[config.mk]
export PLATFORM = sky130hd
export DESIGN_NAME = io_bus_slave_flat
export DESIGN_NICKNAME = d
export VERILOG_FILES = /design/src/rtl/io_bus_slave_pkg.sv /design/src/rtl/io_bus_slave_if.sv /design/src/rtl/io_bus_slave_watchdog.sv /design/src/rtl/io_bus_slave.sv /design/src/flat_wrapper.sv
export SDC_FILE = /design/constraint.sdc
export NUM_CORES = 1
export LEC_CHECK = 0
export CAP_MARGIN = 25
export CORE_UTILIZATION = 34
export DETAILED_ROUTE_END_ITERATION = 8
export SETUP_SLACK_MARGIN = 0.05
export SYNTH_ARGS = -nofsm -noshare
export SYNTH_HDL_FRONTEND = slang
export SYNTH_HIERARCHICAL = 1
export SYNTH_SLANG_ARGS = --single-unit
export TNS_END_PERCENT = 30
[constraint.sdc]
create_clock -name C16M -period 2.3 [get_ports C16M]
set_clock_uncertainty 0.15 [all_clocks]
set_input_delay 0.345 -clock C16M [delete_from_list [all_inputs] [get_ports C16M]]
set_output_delay 0.345 -clock C16M [all_outputs]
set_load 0.01 [all_outputs]
[src/rtl/io_bus_slave_pkg.sv]
// iobus_pkg: shared state encoding and sizing constants for the PDS I/O bus slave.
package iobus_pkg;
   typedef enum logic [2:0] {IDLE, REQ, ACT, SETTLE, DRAIN, WAITEND} stateT;
   localparam int CNT_W = 8;
   localparam int DEF_TIMEOUT = 255;
   localparam int DEF_RD_SETTLE = 1;
endpackage

[src/rtl/io_bus_slave_if.sv]
// io_bus_slave_if: CPU-side cycle attributes plus the IOREQ/IOACT handshake to the I/O bus master.
interface io_bus_slave_if;
   logic BACT, IOCS, CPUWE, CPULDS, CPUUDS;
   logic IORDY, IOBERR;
   logic IOREQ, IOACT, nADLEEN;
   logic IOWE, IOLDS, IOUDS;
   modport slave (
      input BACT, IOCS, CPUWE, CPULDS, CPUUDS, IOACT,
      output IORDY, IOBERR, IOREQ, nADLEEN, IOWE, IOLDS, IOUDS
   );
   modport master (
      output BACT, IOCS, CPUWE, CPULDS, CPUUDS, IOACT,
      input IORDY, IOBERR, IOREQ, nADLEEN, IOWE, IOLDS, IOUDS
   );
endinterface

[src/rtl/io_bus_slave_watchdog.sv]
// io_watchdog: saturating cycle counter; expired flags the enabled edge on which the count reaches LIMIT.
module io_watchdog import iobus_pkg::*; #(
   parameter int LIMIT = DEF_TIMEOUT
) (
   input  logic clk,
   input  logic rst,
   input  logic clr,
   input  logic en,
   output logic expired
);
   logic [CNT_W-1:0] count;
   assign expired = en && (count >= CNT_W'(LIMIT - 1));
   always_ff @(posedge clk)
      if (rst || clr) count <= '0;
      else if (en && count != '1) count <= count + 1'b1;
endmodule

[src/rtl/io_bus_slave.sv]
// io_bus_slave: registers CPU I/O cycle attributes, runs IOREQ/IOACT with the I/O bus master,
// and returns a one-cycle IORDY or IOBERR pulse to the CPU bus controller.
module io_bus_slave import iobus_pkg::*; #(
   parameter int TIMEOUT = DEF_TIMEOUT,
   parameter int RD_SETTLE = DEF_RD_SETTLE
) (
   input logic C16M,
   input logic RST,
   io_bus_slave_if.slave bus
);
   stateT state;
   logic [1:0] settleCnt;
   logic wdEn, expired;
   assign wdEn = state == REQ || state == ACT;
   io_watchdog #(.LIMIT(TIMEOUT)) wd (
      .clk(C16M), .rst(RST), .clr(!wdEn), .en(wdEn), .expired(expired)
   );
   // Completion is checked before expiry, so IOACT falling on the timeout edge still yields IORDY.
   always_ff @(posedge C16M)
      if (RST) begin
         state <= IDLE;
         settleCnt <= '0;
         bus.IOREQ <= 1'b0;
         bus.nADLEEN <= 1'b1;
         bus.IORDY <= 1'b0;
         bus.IOBERR <= 1'b0;
         bus.IOWE <= 1'b0;
         bus.IOLDS <= 1'b0;
         bus.IOUDS <= 1'b0;
      end else begin
         bus.IORDY <= 1'b0;
         bus.IOBERR <= 1'b0;
         case (state)
            IDLE: if (bus.BACT && bus.IOCS && !bus.IOACT) begin
               bus.IOWE <= bus.CPUWE;
               bus.IOLDS <= bus.CPULDS;
               bus.IOUDS <= bus.CPUUDS;
               bus.IOREQ <= 1'b1;
               bus.nADLEEN <= 1'b0;
               state <= REQ;
            end
            REQ: if (bus.IOACT) begin
               bus.IOREQ <= 1'b0;
               bus.nADLEEN <= 1'b1;
               state <= ACT;
            end else if (expired) begin
               bus.IOREQ <= 1'b0;
               bus.nADLEEN <= 1'b1;
               bus.IOBERR <= bus.BACT;
               state <= WAITEND;
            end
            ACT: if (!bus.IOACT) begin
               if (bus.IOWE || RD_SETTLE == 0) begin
                  bus.IORDY <= bus.BACT;
                  state <= WAITEND;
               end else begin
                  settleCnt <= '0;
                  state <= SETTLE;
               end
            end else if (expired) begin
               bus.IOBERR <= bus.BACT;
               state <= DRAIN;
            end
            SETTLE: if (settleCnt == 2'(RD_SETTLE - 1)) begin
               bus.IORDY <= bus.BACT;
               state <= WAITEND;
            end else settleCnt <= settleCnt + 1'b1;
            DRAIN: if (!bus.IOACT) state <= WAITEND;
            WAITEND: if (!bus.BACT) state <= IDLE;
            default: state <= IDLE;
         endcase
      end
endmodule

[src/flat_wrapper.sv]
// flat-port wrapper written by rule: the top's interface ports become plain ports
module io_bus_slave_flat import iobus_pkg::*;
#(
   parameter int TIMEOUT = DEF_TIMEOUT,
   parameter int RD_SETTLE = DEF_RD_SETTLE
)
  (C16M, RST, bus_BACT, bus_IOCS, bus_CPUWE, bus_CPULDS, bus_CPUUDS, bus_IOACT, bus_IORDY, bus_IOBERR, bus_IOREQ, bus_nADLEEN, bus_IOWE, bus_IOLDS, bus_IOUDS);
  io_bus_slave_if bus_i ();
  input logic C16M;
  input logic RST;
  input wire logic [$bits(bus_i.BACT)-1:0] bus_BACT;
  input wire logic [$bits(bus_i.IOCS)-1:0] bus_IOCS;
  input wire logic [$bits(bus_i.CPUWE)-1:0] bus_CPUWE;
  input wire logic [$bits(bus_i.CPULDS)-1:0] bus_CPULDS;
  input wire logic [$bits(bus_i.CPUUDS)-1:0] bus_CPUUDS;
  input wire logic [$bits(bus_i.IOACT)-1:0] bus_IOACT;
  output wire logic [$bits(bus_i.IORDY)-1:0] bus_IORDY;
  output wire logic [$bits(bus_i.IOBERR)-1:0] bus_IOBERR;
  output wire logic [$bits(bus_i.IOREQ)-1:0] bus_IOREQ;
  output wire logic [$bits(bus_i.nADLEEN)-1:0] bus_nADLEEN;
  output wire logic [$bits(bus_i.IOWE)-1:0] bus_IOWE;
  output wire logic [$bits(bus_i.IOLDS)-1:0] bus_IOLDS;
  output wire logic [$bits(bus_i.IOUDS)-1:0] bus_IOUDS;
  assign bus_i.BACT = bus_BACT;
  assign bus_i.IOCS = bus_IOCS;
  assign bus_i.CPUWE = bus_CPUWE;
  assign bus_i.CPULDS = bus_CPULDS;
  assign bus_i.CPUUDS = bus_CPUUDS;
  assign bus_i.IOACT = bus_IOACT;
  assign bus_IORDY = bus_i.IORDY;
  assign bus_IOBERR = bus_i.IOBERR;
  assign bus_IOREQ = bus_i.IOREQ;
  assign bus_nADLEEN = bus_i.nADLEEN;
  assign bus_IOWE = bus_i.IOWE;
  assign bus_IOLDS = bus_i.IOLDS;
  assign bus_IOUDS = bus_i.IOUDS;
  io_bus_slave #(.TIMEOUT(TIMEOUT), .RD_SETTLE(RD_SETTLE)) u_core (.C16M(C16M), .RST(RST), .bus(bus_i));
endmodule
==> key figures <==
Logic synthesis
  – Synthesized area per cell: 8.501 um^2
  – Number of synthesized flops with an enable pin: 0
  – Post-synth ARST share: 0%
  – Synth Cell Area: 0.001114 mm^2
  – Unique masters post-synth: 37
  – Top-area cell type share of the netlist area: 35.96%
  – Yosys top cell by area: dfxtp_1
  – Number of synthesis warnings: 6
  – Post-synthesis sequential area ratio: 35.96%
  – Predominant post-synthesis flop cell: dfxtp_1
  – #FFs+latches synth: 20
  – Post-synthesis cell count: 131
  – Most numerous cell in the Yosys netlist: dfxtp_1
  – Most frequent cells after synthesis: dfxtp_1, o21ai_0, nand2_1, nor2_1, nor2b_1
  – Post-Syn Nets: 142
  – Synth top area cells: dfxtp_1, mux2i_1, o21ai_0

Die
  – Core Box Area: 0.003078 mm^2
  – Row count: 20
  – Ports: 15
  – Initial Util: 36.18%
  – Chip height: 59.23 um
  – Width of the die: 59.23 um
  – DIE AREA: 0.003508 mm^2

Drt
  – Initial DRT Pass Iterations: 4
  – Via density: 5.206
  – DR vias: 1010
  – 1st-iter DRT viols: 48
  – WL/cell: 12.65 um
  – DRC: 0
  – Routed Antenna Nets: 0
  – Final WL: 2454 um

Status
  – Status: finished, final reports clean

Placed design
  – Placed Instance Area: 0.001326 mm^2
  – DPL Wire Length: 1724 um
  – GPL Wtd Cong: 0.7902
  – I/O Buffers: 14

Final layout
  – Antenna diode count: 0
  – Post-Route Utilization: 44.80%
  – Fill cells: 297
  – P&R area growth vs syn: 23.82%
  – Layout cells sized above 1: 10.67%
  – Fin nets: 162
  – Cell area after layout: 0.001379 mm^2

Power
  – Peak supply drop: 232.3 uV
  – Leakage: 0.4887 nW
  – Overall Power: 0.0007665 W
  – PD cells: 555.9 mW/mm^2

Clock tree
  – Clock root buffer: clkbuf_4
  – CTS resizes: 0
  – Worst-Skew Late Latency: 0.31 ns
  – H-tree Lvls: 1
  – Clk slew on worst S/H paths: 0.13 ns
  – Clk buf depth: 2
  – Post-CTS Hold Buffers: 0
  – CTS tree: done
  – Clock sink count: 20
  – Total CTS buffers: 3
  – Post-CTS Setup Bufs: 0

Global route
  – Vias in the first global route: 940
  – Global Route Usage Sum: 16.18%
  – Initial antenna violation count: 0
  – Global route overflow: 0
  – Largest net degree at the start of global routing: 16
  – First-pass GRT wire length: 4257 um

Timing
  – Period minus WS final: 2.030 ns
  – Final setup viols: 0
  – Max Slew Vio Count: 0
  – Relative slew margins: 72.64%
  – Hold slack final: 0.3105 ns
  – Max Fclk: 492.7 MHz
  – RSZ-0062 raised after global routing: false
  – Least-Margin Pin Slew: 0.4001 ns
  – TNS Setup: 0 ns
  – Crit share post-route: 88.24%
  – Hold Vio Cnt, Final: 0

Worst setup path
  – Worst setup EP type: flip-flop
  – Worst path max stage delay: 0.36 ns
  – R2R depth: 8
  – CP Class: flip-flop to flip-flop
  – FF-to-FF End: u_core/state[0]
  – Crit path buf inv count: 0
  – Startpoint Class: flip-flop
  – Crit path cell chain: nand2b_1 > a21oi_1 > nand3_2 > nor3_1 > nor3b_1 > o21ai_0 > nand2b_1 > o41ai_1
  – Required time worst endpoint: 2.36 ns
  – Flop2flop setup slack: 0.27 ns
  – Arrival @ worst endpoint: 2.09 ns
  – CP max FO: 5
  – Reg2reg start: u_core/state[1]
  – Most numerous cell on the critical path: nand2b_1
  – Slowest-stage cell, CP: dfxtp_1
  – Cell family with most CP delay: simple AND/OR/NAND/NOR gates

Job
  – Max-cap viol count: 0

Worst hold path
  – Hold Path End: u_core/settleCnt[1]
  – HP Start: u_core/settleCnt[1]
  – WHS Path Cells: 2
  – Worst hold path class: flip-flop to flip-flop
worst max-delay path by stage:
| stage | cells after the start | from | end | slack, ns |
|---|---|---|---|---|
| CTS | 8 | u_core/state[1] | u_core/state[0] | 0.29 |
| detailed placement | 5 | bus_IOACT | u_core/state[2] | 0.15 |
| floorplan | 9 | u_core/state[1] | u_core/state[0] | 0.1 |
| global route | 8 | u_core/wd/count[0] | u_core/state[2] | 0.07 |
| finish | 8 | u_core/state[1] | u_core/state[0] | 0.27 |
| global placement | 5 | bus_IOACT | u_core/state[2] | 0.24 |
metal layers:
| layer | track usage (%) | vias up | part of all wire, % |
|---|---|---|---|
| met4 | 6.122 | 0 | 1.1 |
| li1 | - | 526 | - |
| met2 | 25.36 | 22 | 46 |
| met5 | 0 | - | 0 |
| met1 | 21.77 | 460 | 49 |
| met3 | 3.275 | 2 | 4.0 |
metrics by stage:
| step | setup slack [ns] | cells |
|---|---|---|
| 2_1_floorplan | 0.09782 | 131 |
| 3_3_place_gp | 0.2440 | 190 |
| 3_5_place_dp | 0.1464 | 190 |
| 4_1_cts | 0.2939 | 194 |
| 5_1_grt | 0.06800 | 194 |
| 6_report | 0.2705 | 194 |
cell type report:
class	instances	area (um^2)	share of cell area, %
Clock buffer	3	22.52	1.633
Clock inverter	1	30.03	2.178
Inverter	6	22.52	1.633
Multi-Input combinational cell	99	655.6	47.55
Sequential cell	20	400.4	29.04
Tap cell	44	55.05	3.993
Timing Repair Buffer	21	192.7	13.97
registers in the layout, indices dropped and copies added, names as in the netlist:
register / count
u_core/bus.IOBERR: 1
u_core/state: 3
u_core/bus.IOREQ: 1
u_core/bus.IOWE: 1
u_core/bus.nADLEEN: 1
u_core/bus.IOLDS: 1
u_core/bus.IOUDS: 1
u_core/settleCnt: 2
u_core/bus.IORDY: 1
u_core/wd/count: 8
report_power, final:
| part | total (W) | switching [W] | internal (W) |
|---|---|---|---|
| sequential | 0.000362 | 0.00000658 | 0.000355 |
| combinational | 0.000111 | 0.0000577 | 0.0000531 |
| clock | 0.000294 | 0.000118 | 0.000176 |
| total | 0.000766 | 0.000182 | 0.000585 |
worst reg2reg max path, stage by stage (launching register included):
cell and delay (ns):
dfxtp_1 0.36, nand2b_1 0.17, a21oi_1 0.22, nand3_2 0.10, nor3_1 0.27, nor3b_1 0.09, o21ai_0 0.15, nand2b_1 0.11
o41ai_1 0.33
cell families (layout without fill, tap and decap cells):
kind of cell             Yosys count  in the layout  share of synthesized area (%)
AO/OA/AOI/OAI                     34             34                          20.90
multiplexers                       6              6                          5.393
AND/OR/NAND/NOR                   55             55                          28.43
buffers and inverters             12             31                          5.168
XOR/XNOR                           1              1                         0.7867
adder cells (fa/ha/maj)            3              3                          3.371
flip-flops                        20             20                          35.95
cell usage in the layout, fill, tap and decap left out, types with 3 or more instances in the layout:
cell / n
a41oi_1: 3
clkbuf_4: 3
inv_1: 6
a21oi_1: 6
buf_4: 7
nor2_1: 8
o21ai_0: 12
nand2_1: 9
clkdlybuf4s50_1: 14
nand3_1: 3
nand4_1: 3
dfxtp_1: 20
mux2i_1: 6
ha_1: 3
nor2b_1: 7
nor3_1: 5
nand2b_1: 5
No activity file was read; power rests on OpenSTA's default activity.
